$ cat src/rtl/arbiter_mux4_24bit.sv
// Round-robin arbiter driving a shared 4:1 word mux into a registered
// output stage with a valid/ready handshake toward a single consumer.
module arbiter_mux4_24bit #(
    parameter int WIDTH     = 24,
    parameter int START_PTR = 0
) (
    input  logic             Clock,
    input  logic             Reset,
    input  logic [3:0]       Req,
    input  logic [WIDTH-1:0] Hyrja0,
    input  logic [WIDTH-1:0] Hyrja1,
    input  logic [WIDTH-1:0] Hyrja2,
    input  logic [WIDTH-1:0] Hyrja3,
    output logic [3:0]       Ack,
    output logic [1:0]       S,
    output logic [WIDTH-1:0] Dalja,
    output logic             DaljaValid,
    input  logic             DaljaReady,
    output logic             Busy
);

    typedef enum logic {
        IDLE,
        HOLD
    } state_t;

    state_t           state;
    logic [1:0]       ptr;
    logic [1:0]       win;
    logic [1:0]       idx;
    logic             found;
    logic [WIDTH-1:0] sel;
    logic             slot_free;
    logic             grant;

    // First set request scanning ptr, ptr+1, ptr+2, ptr+3 (mod 4)
    always_comb begin
        win   = 2'd0;
        idx   = 2'd0;
        found = 1'b0;
        for (int k = 0; k < 4; k++) begin
            idx = ptr + 2'(k);
            if (!found && Req[idx]) begin
                win   = idx;
                found = 1'b1;
            end
        end
    end

    always_comb begin
        sel = '0;
        unique case (win)
            2'd0: sel = Hyrja0;
            2'd1: sel = Hyrja1;
            2'd2: sel = Hyrja2;
            2'd3: sel = Hyrja3;
        endcase
    end

    // Output slot can take a new word when empty or being drained this edge
    assign slot_free = (state == IDLE) || DaljaReady;
    assign grant     = slot_free && found;
    assign Busy      = DaljaValid;

    always_ff @(posedge Clock or posedge Reset) begin
        if (Reset) begin
            state      <= IDLE;
            ptr        <= 2'(START_PTR);
            Dalja      <= '0;
            DaljaValid <= 1'b0;
            Ack        <= 4'b0000;
            S          <= 2'd0;
        end else begin
            Ack <= 4'b0000;
            if (grant) begin
                Dalja      <= sel;
                S          <= win;
                DaljaValid <= 1'b1;
                Ack        <= 4'b0001 << win;
                ptr        <= win + 2'd1;
                state      <= HOLD;
            end else if (state == HOLD && DaljaReady) begin
                DaljaValid <= 1'b0;
                state      <= IDLE;
            end
        end
    end

endmodule

$ cat config.mk
export PLATFORM = sky130hd
export DESIGN_NAME = arbiter_mux4_24bit
export DESIGN_NICKNAME = d
export VERILOG_FILES = /design/src/rtl/arbiter_mux4_24bit.sv
export SDC_FILE = /design/constraint.sdc
export NUM_CORES = 1
export LEC_CHECK = 0
export ABC_AREA = 1
export CAP_MARGIN = 20
export CORE_MARGIN = 2
export CORE_UTILIZATION = 42
export DETAILED_ROUTE_END_ITERATION = 6
export GPL_ROUTABILITY_DRIVEN = 0
export PLACE_DENSITY = 0.93
export SKIP_CTS_REPAIR_TIMING = 1
export SLEW_MARGIN = 20
export SYNTH_ARGS = -nofsm -noshare
export SYNTH_HDL_FRONTEND = slang
export SYNTH_SLANG_ARGS = --single-unit
$ cat constraint.sdc
create_clock -name Clock -period 3.7 [get_ports Clock]
set_input_delay 1.11 -clock Clock [delete_from_list [all_inputs] [get_ports Clock]]
set_output_delay 1.11 -clock Clock [all_outputs]
set_load 0.01 [all_outputs]
* Word-level counts from Yosys, hierarchy flattened *
Index checks and enable logic that the tools add are counted.

word-level totals
  register bits = 33
  output and inout bits = 32

cells by class
  add/subtract/negate cells = 4
  $lt $le $gt $ge = 4
  equal/unequal tests = 3
  shifts and indexed selects = 1
  multiplexer cells = 20
  bitwise gates (word level) = 1
  reduce and logical (&&, ||, !) cells = 11

operators with widths
  kind                                                 count
  case mux 24 bit (4 select lines)                     1
  < comparator 2 x 3 -> 1 bit, second input constant   4
  two-way mux 1 bit                                    10
  binary-select mux 1 bit (select 2 bit)               4
  two-way mux 2 bit                                    4
  logical AND 1 bit                                    5
  adder 2 x 1 -> 2 bit, second input constant          2
  adder 2 bit, second input constant                   2
  equality test 2 bit, second input constant           2
  two-way mux 4 bit                                    1
  left shift 1 x 2 -> 4 bit, first input constant      1
  zero test 1 bit                                      3
  equality test 2 x 1 -> 1 bit, second input constant  1
  zero test 2 bit                                      1
  nonzero test 2 bit                                   1
  logical OR 1 bit                                     1
  inverter 1 bit                                       1

* Longest topological paths before layout *
  word-level depth = 14
  gate-level depth with buffers = 16
  mapped depth without buffers = 14

* Worst setup path before layout *
OpenSTA, ideal clock, no wires.

  kind = input-to-reg
  from = input Req[0]
  to = register Dalja[15]
  setup time = 0.083 ns
  data arrival time = 2.950 ns
  setup slack = 0.668 ns
  stages on the path = 15
  cells stage by stage = inv_1 > nand2_1 > nand3_1 > nand2_2 > nor2_4 > nand3_1 > nand2_1 > nand2_1 > inv_1 > ha_1 > clkbuf_1 > clkbuf_1 > a21oi_1 > a32o_1 > o21ai_0

on the way
  cells in the longest elaborated chain, start to end = 14
  elaborated cells on any way between the ends = 28
  classes of those cells = 3 x eq/ne; 17 x mux; 8 x reduce/logical

RTL lines
  what                                               line  source
  start: declaration                                 9     input logic [3:0] Req,
  binary-select mux 1 bit (select 2 bit)             43    if (!found && Req[idx]) begin
  two-way mux 1 bit (implied by the code)            43
  two-way mux 1 bit                                  43
  zero test 1 bit                                    43
  logical AND 1 bit                                  43
  two-way mux 1 bit                                  43
  zero test 1 bit                                    43
  logical AND 1 bit                                  43
  two-way mux 1 bit                                  43
  zero test 1 bit                                    43
  logical AND 1 bit                                  43
  two-way mux 2 bit (*)                              43
  net win[0]                                         29    logic [1:0] win;
  equality test 2 bit, or another cell as far along  52    unique case (win)
  case mux 24 bit (4 select lines) (*)               52
  end signal: assignment                             76    Dalja <= sel;
  end: declaration                                   16    output logic [WIDTH-1:0] Dalja,

The timed path passes the listed nets; every way through them passes the cells marked *. The select of a mux whose other input is x is not followed.
A chain may end at the register's enable or synchronous reset.

* Worst setup path after layout *
  from = input Req[0]
  to = register Dalja[23]

The elaborated chain is that of the path after synthesis.

==> impl_metrics.toml <==
[run_status]
status = "finished clean"

[setup_path]
ff2ff_path_depth = 15
path_class = "primary input to flip-flop"
cp_num_buf_inv = 4
crit_path_max_incr_delay_ps = 480
crit_arrival_ps = 3500
path_max_fanout = 21
required_ps = 3880
startpoint = "Req[0]"
worstSetupStartpointType = "primary input"
cp.depth = 14
endpoint_kind = "flip-flop"
slowest_stage = "clkdlybuf4s50_1"
cp_top_family = "buffers and inverters"
crit_chain = "clkdlybuf4s50_1, inv_1, nand2_1, o21ai_0, o21ai_0, nand3_1, nand3_1, nand2_1, inv_1, ha_1, buf_4, nand2_1, a32o_1, o21ai_0"
r2r-start = "ptr[0]"

[finish]
areaGrowthSynthToFinish_pct = 63.3
nets = 546
drive_above_1_share_pct = 15.9
layout.cells.non_filler = 511
n_antenna_cell = 0
final_cell_area_um2 = 3860

[detailed_routing]
avgRoutedWirePerCell_um = 14.2
avgViaCountPerCell = 5.09
wirelength_um = 7240
drcViolationCount = 0
num_vias = 2599
first_pass_iters = 5
dr.first_iter.drc_count = 114
ant_nets = 0

[clock_tree]
cts_tree = "yes"
clock_path_buffers = 2
clkLatencyLatePin_ps = 280
cts_buffers = 5
h-tree-depth = 2
cts_root_buffer = "clkbuf_8"
cts.sinks = 33
clkSlewWorstSetupHoldPaths_ps = 70

[timing]
hold_viol_final = 0
drv_slew = 0
rsz0062_at_grt = "false"
min_period_ps = 3320
relSlewSlack_pct = 58.9
worstMarginPinSlew_ps = 615
max_freq_mhz = 301
final.period_utilization_pct = 89.8
setup_tns_ps = 0
skew_ps = 6.09
setup-violations-final = 0
worst_hold_slack_ps = 490

[floorplanning]
core_um2 = 5470
rows = 27
dieArea_um2 = 6240
die_x_um = 79.0
ios = 135
initial_core_util_pct = 43.1
die_y_um = 79.0

[synth]
synth-adder-area-share_pct = 2.65
post-synth-top-count-cell = "nand2_1"
yosys-top-cells-count = "nand2_1, inv_1, dfrtp_1"
synthArstFlopShare_pct = 100
yosys_most_used_dff = "dfrtp_1"
synth_top_family_by_area = "compound AO/OA/AOI/OAI gates"
yosys_warnings = 0
yosys.area_share.simple_pct = 24.0
yosys.area.top_type = "dfrtp_1"
synthMuxAreaShare_pct = 0
synthCells = 308
synth_edf_count = 0
ys_seq_area_share_pct = 35.0
synth_xor_area_share_pct = 0
ys_seq_elements = 33
synth_cell_type_count = 22
synth.net_count = 416
syn_avg_cell_area_um2 = 7.67
synth_top_area_share_pct = 35.0
synth-compound-area-share_pct = 25.3
syn_area_um2 = 2360
synthTopCellsByArea = "dfrtp_1, nand2_1, a32o_1"

[pwr]
powerDensity_nw_per_um2 = 1080
vdd_drop_max_uv = 588
leakagePower_uw = 0.00170

[place]
numPortBuffers = 134
dpl_cell_area_um2 = 3750
dp.cells = 503
place_hpwl_um = 5600

[global_routing]
grt_pass1_vias = 2597
antenna_found_initial = 0
overflow = 0
gr-usage-all-layers_pct = 23.3
grt_max_degree = 31
grt_pass1_wl_um = 11600

[min_path]
hp-start = "Dalja[6]"
holdPathStages = 2
min_path_type = "flip-flop to flip-flop"

[run]
max-cap-violations = 0
-- cell type report --
type / count / area, µm²
Clock buffer: 7 / 96.3
Clock inverter: 1 / 5.00
Fill cell: 454 / 1620
Inverter: 43 / 161
Multi-Input combinational cell: 210 / 1230
Sequential cell: 33 / 826
Tap cell: 72 / 90.1
Timing Repair Buffer: 145 / 1450
-- cell usage in the layout (no fill, tap or decap), drive strengths merged --
| master | Yosys | layout |
|---|---|---|
| clkdlybuf4s50 | 0 | 134 |
| nand2 | 111 | 111 |
| inv | 43 | 43 |
| dfrtp | 33 | 33 |
| o21ai | 30 | 30 |
| a21oi | 25 | 25 |
| a32o | 24 | 24 |
| buf | 8 | 11 |
| nand3 | 8 | 8 |
| clkbuf | 14 | 7 |
| nor2 | 5 | 5 |
| ha | 5 | 5 |
| a31oi | 1 | 1 |
| nand4 | 1 | 1 |
| clkinv | 0 | 1 |
-- kinds of logic (layout without fill, tap and decap cells) --
| logic type | Yosys count | in the layout |
|---|---|---|
| compound gates | 80 | 80 |
| buf+inv | 65 | 196 |
| flops | 33 | 33 |
| simple gates | 125 | 125 |
| fa+ha+maj | 5 | 5 |
-- report_power, final --
group	internal, µW	switching [µW]	leakage (µW)
clock	168	127	0.0000542
sequential	560	132	0.000408
combinational	1460	1710	0.00123
total	2190	1970	0.00170
-- through the flow --
step	setup slack, ps	total power [µW]	utilization [%]
detailed placement	121	3880	68.6
floorplan	668	2890	-
global route	219	4530	70.5
CTS	405	4190	70.5
global placement	331	3760	68.6
finish	379	4160	70.5
-- sequential cells by signal (all words and copies together), names as in the netlist --
register,count
Ack,4
Dalja,24
S,2
ptr,2
state,1
-- worst min-delay path, stage by stage (launching register included) --
cell	delay, ps
dfrtp_1	360
nand2_2	60
o21ai_2	40
-- routing by layer --
metal / vias up / GRT usage, % / wire length, µm
met5: - / 0 / 0
met4: 0 / 3.62 / 18
met3: 2 / 8.07 / 856
met2: 128 / 44.6 / 3680
met1: 1201 / 24.9 / 2680
li1: 1268 / - / -
-- path summary, 6_finish.rpt --
path	end	slack, ps
worst max-delay path	Dalja[23]	380
worst min-delay path	Dalja[6]	490
worst max register to register	Dalja[23]	870
worst min register to register	Dalja[6]	490
max in group asynchronous	Ack[0]	1810
min in group asynchronous	S[0]	1200
Note: power is estimated with default switching activity, not from simulation.
